$ cat src/rtl/axicb_mst_cpl_track_if.sv
// Bus bundle for the slave-side completion tracker of one crossbar master port.
// The master modport is the crossbar/bench side that observes the address and
// completion handshakes. The slave modport is the tracker itself.
//   a_*      : observed address channel (valid/ready/id/len/originating master)
//   a_full   : slot addressed by a_id cannot take another request
//   c_*      : observed completion channel (valid/ready/last/id)
//   c_grant  : one-hot master the completion belongs to
//   c_len    : ALEN of the head request of the completion slot
//   c_orphan : completion accepted on an empty slot (pulse)
//   c_len_err: read burst beat count differed from ALEN+1 (pulse)
//   ostd_cnt : total outstanding requests
interface axicb_mst_cpl_track_if #(
    parameter int AXI_ID_W   = 8,
    parameter int MST_NB     = 4,
    parameter int ID_SLOT_NB = 4,
    parameter int SLOT_DEPTH = 4
);
    localparam int OSTD_W = $clog2(ID_SLOT_NB * SLOT_DEPTH + 1);

    logic                a_valid;
    logic                a_ready;
    logic                a_full;
    logic [AXI_ID_W-1:0] a_id;
    logic [7:0]          a_len;
    logic [MST_NB-1:0]   a_ix;
    logic                c_valid;
    logic                c_ready;
    logic                c_last;
    logic [AXI_ID_W-1:0] c_id;
    logic [MST_NB-1:0]   c_grant;
    logic [7:0]          c_len;
    logic                c_orphan;
    logic                c_len_err;
    logic [OSTD_W-1:0]   ostd_cnt;

    modport master (
        output a_valid, a_ready, a_id, a_len, a_ix,
        output c_valid, c_ready, c_last, c_id,
        input  a_full, c_grant, c_len, c_orphan, c_len_err, ostd_cnt
    );

    modport slave (
        input  a_valid, a_ready, a_id, a_len, a_ix,
        input  c_valid, c_ready, c_last, c_id,
        output a_full, c_grant, c_len, c_orphan, c_len_err, ostd_cnt
    );
endinterface

$ cat src/rtl/axicb_mst_cpl_track.sv
// Slave-side completion tracker for one crossbar master port.
// Every accepted address request is queued in a per-ID-slot circular buffer
// holding {originating master one-hot, ALEN}. Completions look up the head
// entry of their slot to route back to the issuing master. Completions on an
// empty slot are flagged as orphans; on the read path, bursts whose beat count
// disagrees with ALEN+1 are flagged as length errors.
// Ports:
//   aclk   : clock
//   areset : asynchronous active-high reset
//   srst   : synchronous active-high reset, same effect as areset
//   bus    : tracker side of axicb_mst_cpl_track_if (see interface header)
module axicb_mst_cpl_track #(
    parameter int RD_PATH    = 0,
    parameter int AXI_ID_W   = 8,
    parameter int MST_NB     = 4,
    parameter int ID_SLOT_NB = 4,
    parameter int SLOT_DEPTH = 4
) (
    input  logic aclk,
    input  logic areset,
    input  logic srst,
    axicb_mst_cpl_track_if.slave bus
);
    localparam int   SLOT_W = $clog2(ID_SLOT_NB);
    localparam int   PTR_W  = $clog2(SLOT_DEPTH);
    localparam int   CNT_W  = $clog2(SLOT_DEPTH + 1);
    localparam int   OSTD_W = $clog2(ID_SLOT_NB * SLOT_DEPTH + 1);
    localparam int   ENT_W  = MST_NB + 8;
    localparam logic IS_RD  = (RD_PATH != 0);

    logic [ENT_W-1:0]  mem_r    [ID_SLOT_NB][SLOT_DEPTH];
    logic [PTR_W-1:0]  rd_ptr_r [ID_SLOT_NB];
    logic [PTR_W-1:0]  wr_ptr_r [ID_SLOT_NB];
    logic [CNT_W-1:0]  cnt_r    [ID_SLOT_NB];
    logic [8:0]        beat_r   [ID_SLOT_NB];
    logic [OSTD_W-1:0] ostd_r;
    logic              orphan_r;
    logic              len_err_r;

    logic [SLOT_W-1:0]     a_slot_s;
    logic [SLOT_W-1:0]     c_slot_s;
    logic                  a_full_s;
    logic                  c_empty_s;
    logic [ENT_W-1:0]      head_s;
    logic                  push_s;
    logic                  pop_s;
    logic                  hit_s;
    logic                  beat_inc_s;
    logic                  orphan_s;
    logic                  len_err_s;
    logic [MST_NB-1:0]     grant_s;
    logic [7:0]            len_s;
    logic [OSTD_W-1:0]     ostd_nxt_s;
    logic [ID_SLOT_NB-1:0] push_vec_s;
    logic [ID_SLOT_NB-1:0] pop_vec_s;
    logic [ID_SLOT_NB-1:0] inc_vec_s;
    logic                  unused_s;

    // Only the low ID bits select a slot.
    assign unused_s = ^{bus.a_id[AXI_ID_W-1:SLOT_W], bus.c_id[AXI_ID_W-1:SLOT_W]};

    // Slot decode, head lookup and push/pop/error qualification.
    always_comb begin
        a_slot_s   = bus.a_id[SLOT_W-1:0];
        c_slot_s   = bus.c_id[SLOT_W-1:0];
        a_full_s   = (cnt_r[a_slot_s] == CNT_W'(SLOT_DEPTH));
        c_empty_s  = (cnt_r[c_slot_s] == {CNT_W{1'b0}});
        head_s     = mem_r[c_slot_s][rd_ptr_r[c_slot_s]];
        push_s     = bus.a_valid & bus.a_ready & ~a_full_s;
        hit_s      = bus.c_valid & bus.c_ready & ~c_empty_s;
        orphan_s   = bus.c_valid & bus.c_ready & c_empty_s;
        // Every B response ends its transaction; R only on RLAST.
        pop_s      = hit_s & (~IS_RD | bus.c_last);
        beat_inc_s = hit_s & IS_RD & ~bus.c_last;
        // Beats before the last one must equal ALEN (counter+1 vs ALEN+1).
        len_err_s  = hit_s & IS_RD & bus.c_last & (beat_r[c_slot_s] != {1'b0, head_s[7:0]});
        if (c_empty_s) begin
            grant_s = {MST_NB{1'b0}};
            len_s   = 8'd0;
        end else begin
            grant_s = head_s[ENT_W-1:8];
            len_s   = IS_RD ? head_s[7:0] : 8'd0;
        end
        if (push_s && !pop_s) begin
            ostd_nxt_s = ostd_r + OSTD_W'(1);
        end else if (pop_s && !push_s) begin
            ostd_nxt_s = ostd_r - OSTD_W'(1);
        end else begin
            ostd_nxt_s = ostd_r;
        end
    end

    // Per-slot one-hot strobes for the slot state update.
    always_comb begin
        push_vec_s = {ID_SLOT_NB{1'b0}};
        pop_vec_s  = {ID_SLOT_NB{1'b0}};
        inc_vec_s  = {ID_SLOT_NB{1'b0}};
        for (int s = 0; s < ID_SLOT_NB; s++) begin
            push_vec_s[s] = push_s & (a_slot_s == SLOT_W'(s));
            pop_vec_s[s]  = pop_s & (c_slot_s == SLOT_W'(s));
            inc_vec_s[s]  = beat_inc_s & (c_slot_s == SLOT_W'(s));
        end
    end

    // Entry storage; contents are only meaningful while counted, so no reset.
    always_ff @(posedge aclk) begin
        if (push_s) begin
            mem_r[a_slot_s][wr_ptr_r[a_slot_s]] <= {bus.a_ix, bus.a_len};
        end
    end

    // Slot pointers, counts, beat counters, outstanding total and error pulses.
    always_ff @(posedge aclk or posedge areset) begin
        if (areset) begin
            for (int s = 0; s < ID_SLOT_NB; s++) begin
                rd_ptr_r[s] <= {PTR_W{1'b0}};
                wr_ptr_r[s] <= {PTR_W{1'b0}};
                cnt_r[s]    <= {CNT_W{1'b0}};
                beat_r[s]   <= 9'd0;
            end
            ostd_r    <= {OSTD_W{1'b0}};
            orphan_r  <= 1'b0;
            len_err_r <= 1'b0;
        end else if (srst) begin
            for (int s = 0; s < ID_SLOT_NB; s++) begin
                rd_ptr_r[s] <= {PTR_W{1'b0}};
                wr_ptr_r[s] <= {PTR_W{1'b0}};
                cnt_r[s]    <= {CNT_W{1'b0}};
                beat_r[s]   <= 9'd0;
            end
            ostd_r    <= {OSTD_W{1'b0}};
            orphan_r  <= 1'b0;
            len_err_r <= 1'b0;
        end else begin
            for (int s = 0; s < ID_SLOT_NB; s++) begin
                if (push_vec_s[s]) begin
                    wr_ptr_r[s] <= wr_ptr_r[s] + PTR_W'(1);
                end
                if (pop_vec_s[s]) begin
                    rd_ptr_r[s] <= rd_ptr_r[s] + PTR_W'(1);
                end
                case ({push_vec_s[s], pop_vec_s[s]})
                    2'b10:   cnt_r[s] <= cnt_r[s] + CNT_W'(1);
                    2'b01:   cnt_r[s] <= cnt_r[s] - CNT_W'(1);
                    default: cnt_r[s] <= cnt_r[s];
                endcase
                // Saturate at 256 so an overlong burst still reports an error.
                if (pop_vec_s[s]) begin
                    beat_r[s] <= 9'd0;
                end else if (inc_vec_s[s] && (beat_r[s] != 9'd256)) begin
                    beat_r[s] <= beat_r[s] + 9'd1;
                end
            end
            ostd_r    <= ostd_nxt_s;
            orphan_r  <= orphan_s;
            len_err_r <= len_err_s;
        end
    end

    assign bus.a_full    = a_full_s;
    assign bus.c_grant   = grant_s;
    assign bus.c_len     = len_s;
    assign bus.c_orphan  = orphan_r;
    assign bus.c_len_err = len_err_r;
    assign bus.ostd_cnt  = ostd_r;
endmodule

$ cat src/flat_wrapper.sv
// flat-port wrapper written by rule: the top's interface ports become plain ports
module axicb_mst_cpl_track_flat 
#(
    parameter int RD_PATH    = 0,
    parameter int AXI_ID_W   = 8,
    parameter int MST_NB     = 4,
    parameter int ID_SLOT_NB = 4,
    parameter int SLOT_DEPTH = 4
)
  (aclk, areset, srst, bus_a_valid, bus_a_ready, bus_a_id, bus_a_len, bus_a_ix, bus_c_valid, bus_c_ready, bus_c_last, bus_c_id, bus_a_full, bus_c_grant, bus_c_len, bus_c_orphan, bus_c_len_err, bus_ostd_cnt);
  axicb_mst_cpl_track_if #(.AXI_ID_W(AXI_ID_W), .MST_NB(MST_NB), .ID_SLOT_NB(ID_SLOT_NB), .SLOT_DEPTH(SLOT_DEPTH)) bus_i ();
  input  logic aclk;
  input  logic areset;
  input  logic srst;
  input wire logic [$bits(bus_i.a_valid)-1:0] bus_a_valid;
  input wire logic [$bits(bus_i.a_ready)-1:0] bus_a_ready;
  input wire logic [$bits(bus_i.a_id)-1:0] bus_a_id;
  input wire logic [$bits(bus_i.a_len)-1:0] bus_a_len;
  input wire logic [$bits(bus_i.a_ix)-1:0] bus_a_ix;
  input wire logic [$bits(bus_i.c_valid)-1:0] bus_c_valid;
  input wire logic [$bits(bus_i.c_ready)-1:0] bus_c_ready;
  input wire logic [$bits(bus_i.c_last)-1:0] bus_c_last;
  input wire logic [$bits(bus_i.c_id)-1:0] bus_c_id;
  output wire logic [$bits(bus_i.a_full)-1:0] bus_a_full;
  output wire logic [$bits(bus_i.c_grant)-1:0] bus_c_grant;
  output wire logic [$bits(bus_i.c_len)-1:0] bus_c_len;
  output wire logic [$bits(bus_i.c_orphan)-1:0] bus_c_orphan;
  output wire logic [$bits(bus_i.c_len_err)-1:0] bus_c_len_err;
  output wire logic [$bits(bus_i.ostd_cnt)-1:0] bus_ostd_cnt;
  assign bus_i.a_valid = bus_a_valid;
  assign bus_i.a_ready = bus_a_ready;
  assign bus_i.a_id = bus_a_id;
  assign bus_i.a_len = bus_a_len;
  assign bus_i.a_ix = bus_a_ix;
  assign bus_i.c_valid = bus_c_valid;
  assign bus_i.c_ready = bus_c_ready;
  assign bus_i.c_last = bus_c_last;
  assign bus_i.c_id = bus_c_id;
  assign bus_a_full = bus_i.a_full;
  assign bus_c_grant = bus_i.c_grant;
  assign bus_c_len = bus_i.c_len;
  assign bus_c_orphan = bus_i.c_orphan;
  assign bus_c_len_err = bus_i.c_len_err;
  assign bus_ostd_cnt = bus_i.ostd_cnt;
  axicb_mst_cpl_track #(.RD_PATH(RD_PATH), .AXI_ID_W(AXI_ID_W), .MST_NB(MST_NB), .ID_SLOT_NB(ID_SLOT_NB), .SLOT_DEPTH(SLOT_DEPTH)) u_core (.aclk(aclk), .areset(areset), .srst(srst), .bus(bus_i));
endmodule
$ cat config.mk
export PLATFORM = sky130hd
export DESIGN_NAME = axicb_mst_cpl_track_flat
export DESIGN_NICKNAME = d
export VERILOG_FILES = /design/src/rtl/axicb_mst_cpl_track_if.sv /design/src/rtl/axicb_mst_cpl_track.sv /design/src/flat_wrapper.sv
export SDC_FILE = /design/constraint.sdc
export NUM_CORES = 1
export LEC_CHECK = 0
export ABC_AREA = 1
export BUFFER_PORTS_ARGS = -buffer_cell sky130_fd_sc_hd__buf_2
export CORE_ASPECT_RATIO = 0.75
export CORE_UTILIZATION = 30
export CTS_CLUSTER_DIAMETER = 40
export CTS_CLUSTER_SIZE = 30
export DETAILED_ROUTE_END_ITERATION = 8
export GPL_TIMING_DRIVEN = 0
export PLACE_DENSITY_LB_ADDON = 0.1
export SKIP_LAST_GASP = 1
export SLEW_MARGIN = 0
export SYNTH_ARGS = -nofsm -noshare
export SYNTH_HDL_FRONTEND = slang
export SYNTH_SLANG_ARGS = --single-unit
$ cat constraint.sdc
create_clock -name aclk -period 3.2 [get_ports aclk]
set_clock_uncertainty 0.05 [all_clocks]
set_input_delay 0.16 -clock aclk [delete_from_list [all_inputs] [get_ports aclk]]
set_output_delay 0.16 -clock aclk [all_outputs]
set_load 0.05 [all_outputs]
==> summary.md <==
| Metric | Value |
|---|---|
| WS Path Type | reg -> reg |
| Vias in the first global route | 3371 |
| R2r startpoint | u_core.cnt_r[3]$_DFFE_PP0P_ |
| Initial DRC count | 223 |
| Fin area | 5560 µm² |
| Outcome | completed |
| Slew Viols, Final | 0 |
| R2R cell count | 16 |
| R2R Setup Slk | 0.62 ns |
| Fin crit share | 0.807 |
| CTS clock-pin slew for the worst setup and hold paths | 0.07 ns |
| Seq/Total Area, Yosys | 0.570 |
| Area grow syn2layout | 14.4% |
| Antenna Nets Post-Route | 0 |
| Syn Inst Count | 518 |
| Overall Global Routing Usage | 0.156 |
| CP delay by family, top | simple AND/OR/NAND/NOR gates |
| Slew @ Worst Pin | 0.809 ns |
| Seq cells post-synth | 98 |
| Max IR drop VDD | 223 µV |
| Syn_area_per_cell | 9.39 µm² |
| Hold Crit Class | in -> reg |
| GR Overflow Total | 0 |
| CP max-delay cell | fa_1 |
| Largest net degree at the start of global routing | 35 |
| FMAX | 387 MHz |
| Port Buffers | 24 |
| Final setup TNS | 0 ns |
| Clock Tree Root | clkbuf_16 |
| Hpwl dp | 8.67 mm |
| Yosys warning count | 0 |
| Layout cells sized above 1 | 0.143 |
| FF-to-FF End | u_core.cnt_r[5]$_DFFE_PP0P_ |
| Hold Path End | u_core.rd_ptr_r[5]$_DFFE_PP0P_ |
| Net count, final | 607 |
| Library cells used by synthesis | 35 |
| Slew headroom | 0.460 |
| N_diodes | 0 |
| Critical-path cell list | inv_1 > nand2_1 > nand2_1 > nand2_1 > nor2_2 > a21oi_2 > buf_4 > nand2_1 > nand2_2 > inv_1 > fa_1 > xnor2_1 > inv_1 > nand2_1 > nand3_1 > o21ai_1 |
| WP data required | 3.43 ns |
| Post-Route WL | 12.0 mm |
| Routed vias | 3553 |
| Placed insts | 755 |
| Die height | 112 µm |
| DRC violation count after routing | 0 |
| Placed cell areas | 5270 µm² |
| Post-Syn Area | 4860 µm² |
| Row cnt | 39 |
| HP Start | srst |
| Starting Density | 0.313 |
| Num CTS Buffers | 9 |
| Crit path max fanout | 10 |
| CTS tree | built |
| CP endpoint kind | flop |
| Pleak | 2.38 nW |
| Detailed Routing Iterations Pass 1 | 5 |
| Routed len/inst | 15.5 µm |
| First-pass GRT wire length | 19.0 mm |
| Util after Layout | 0.359 |
| Hold path depth | 2 |
| CP Data Arrival Time | 2.82 ns |
| Post-Layout Cell Count | 771 |
| Max Cap Violations | 0 |
| Ports | 56 |
| Clk buf depth | 2 |
| Setup Buffers After CTS | 0 |
| PD cells | 568 nW/µm² |
| Vias per inst | 4.61 |
| Die ar. | 16700 µm² |
| Crit path time final | 2.58 ns |
| Clk sinks | 98 |
| Endpoints failing hold | 0 |
| CP most frequent cell | nand2_1 |
| Startpoint Class | flop |
| Die X | 149 µm |
| Slowest stage delay, CP | 0.45 ns |
| RSZ-0062 raised after global routing | false |
| Gpl congestion | 0.799 |
| Core Box Area | 15500 µm² |
| Final setup fails | 0 |
| H-Tree Level Count | 3 |
| Clock latency on the worst-skew pair | 0.35 ns |
| Initial antenna violation count | 0 |
| Worst path bufs/invs | 4 |
## worst max-delay path by stage
stage / from / to / slack (ns) / depth (start not counted)
finish: u_core.cnt_r[3]$_DFFE_PP0P_ / u_core.cnt_r[5]$_DFFE_PP0P_ / 0.62 / 16
global route: u_core.cnt_r[3]$_DFFE_PP0P_ / u_core.cnt_r[5]$_DFFE_PP0P_ / 0.38 / 16
CTS: u_core.cnt_r[11]$_DFFE_PP0P_ / u_core.cnt_r[5]$_DFFE_PP0P_ / 0.66 / 15
detailed placement: bus_c_id[0] / u_core.bus.ostd_cnt[4]$_DFFE_PP0P_ / 0.55 / 16
global placement: bus_c_id[0] / u_core.bus.ostd_cnt[4]$_DFFE_PP0P_ / 0.55 / 15
floorplan: u_core.cnt_r[11]$_DFFE_PP0P_ / u_core.cnt_r[5]$_DFFE_PP0P_ / 1.09 / 15
## sequential cells by signal (all words and copies together) (netlist names)
signal	flops
u_core.cnt_r	12
u_core.bus.ostd_cnt	5
u_core.rd_ptr_r	8
u_core.wr_ptr_r	8
u_core.mem_r	64
u_core.bus.c_orphan	1
## per-stage QoR
step	worst slack [ns]	hold WS [ns]	total power [mW]
floorplan	1.09	0.209	1.95
global placement	0.551	0.448	2.11
detailed placement	0.549	0.319	2.12
CTS	0.659	0.160	3.19
global route	0.377	0.171	3.30
finish	0.616	0.163	3.16
## repair_timing
action                                 4_1_cts  5_1_grt
setup endpoints to repair                    0        0
gates resized for setup                      0        0
endpoints found under the hold margin       34        0
hold buffers                                 1        0
## kinds of logic after synthesis
group | after synthesis | share of synthesized area
DFF | 98 | 0.570
adders and majority gates | 9 | 0.0309
and+or+nand+nor | 265 | 0.242
buffers and inverters | 81 | 0.0703
AOI/OAI and AO/OA | 57 | 0.0731
other | 1 | 0.000771
xor gates and xnor gates | 7 | 0.0126
## layout by cell type (no fill, tap or decap), types with 3 or more instances in the layout
cell       count
a22oi_1       16
clkbuf_16      9
buf_2         24
nand2_2       14
ha_1           4
nand2_1      144
nand4_1        7
nor2_1        43
conb_1         9
nand3b_1       8
nor2_2         5
inv_1         53
nand3_1       29
and3_1         8
inv_2          9
o21ai_1        5
dfrtp_1       34
nor3_1         4
edfxtp_1      64
clkbuf_1       7
buf_4         10
xnor2_1        5
a21oi_1       17
fa_1           5
a21oi_2        3
o21ai_0       10
## cell type report
class,instances,area [µm²]
buffer,18,105
clock buffer,10,229
clock inverter,5,56.3
fill,1574,9950
inverter,63,236
multi-input combinational,347,1780
sequential,98,2770
tap,205,256
timing repair buffer,25,130
## routing by layer
metal  global-route usage  part of all wire  vias up
met5                    0                 0        -
met4               0.0497             0.014        0
met3               0.0366             0.048       11
met2                0.220              0.42       61
met1                0.234              0.51     1706
li1                     -                 -     1775
## where the power goes
part | switching [mW] | internal [mW] | leakage, nW
clock network | 0.469 | 0.601 | 0.140
logic | 0.448 | 0.190 | 1.20
registers | 0.0462 | 1.40 | 1.04
## cells in the mapped netlist
cell type,count,area share
ha_1,4,0.010
and2_1,1,0.0013
inv_1,54,0.042
nor3_1,4,0.0041
and3_1,8,0.010
nand2_1,144,0.11
o22ai_1,2,0.0026
inv_2,8,0.0062
buf_4,10,0.015
o21ai_1,5,0.0051
a22oi_1,16,0.025
a31oi_1,1,0.0013
nand2_2,14,0.018
xnor2_1,5,0.0090
clkinv_1,1,0.00077
nand4_1,7,0.0090
a21oi_2,3,0.0054
o21bai_1,1,0.0015
a21oi_1,17,0.017
dfrtp_1,34,0.17
o211ai_1,1,0.0015
fa_1,5,0.021
xor2_1,2,0.0036
o21ai_0,10,0.010
nor2_8,1,0.0041
conb_1,1,0.00077
nand3b_1,8,0.012
nor2_1,43,0.033
buf_1,2,0.0015
nor2_2,5,0.0064
clkbuf_1,6,0.0046
nand3_1,29,0.030
nor2_4,1,0.0023
o2111ai_2,1,0.0031
edfxtp_1,64,0.40
Power figures use the tool's default switching activity.
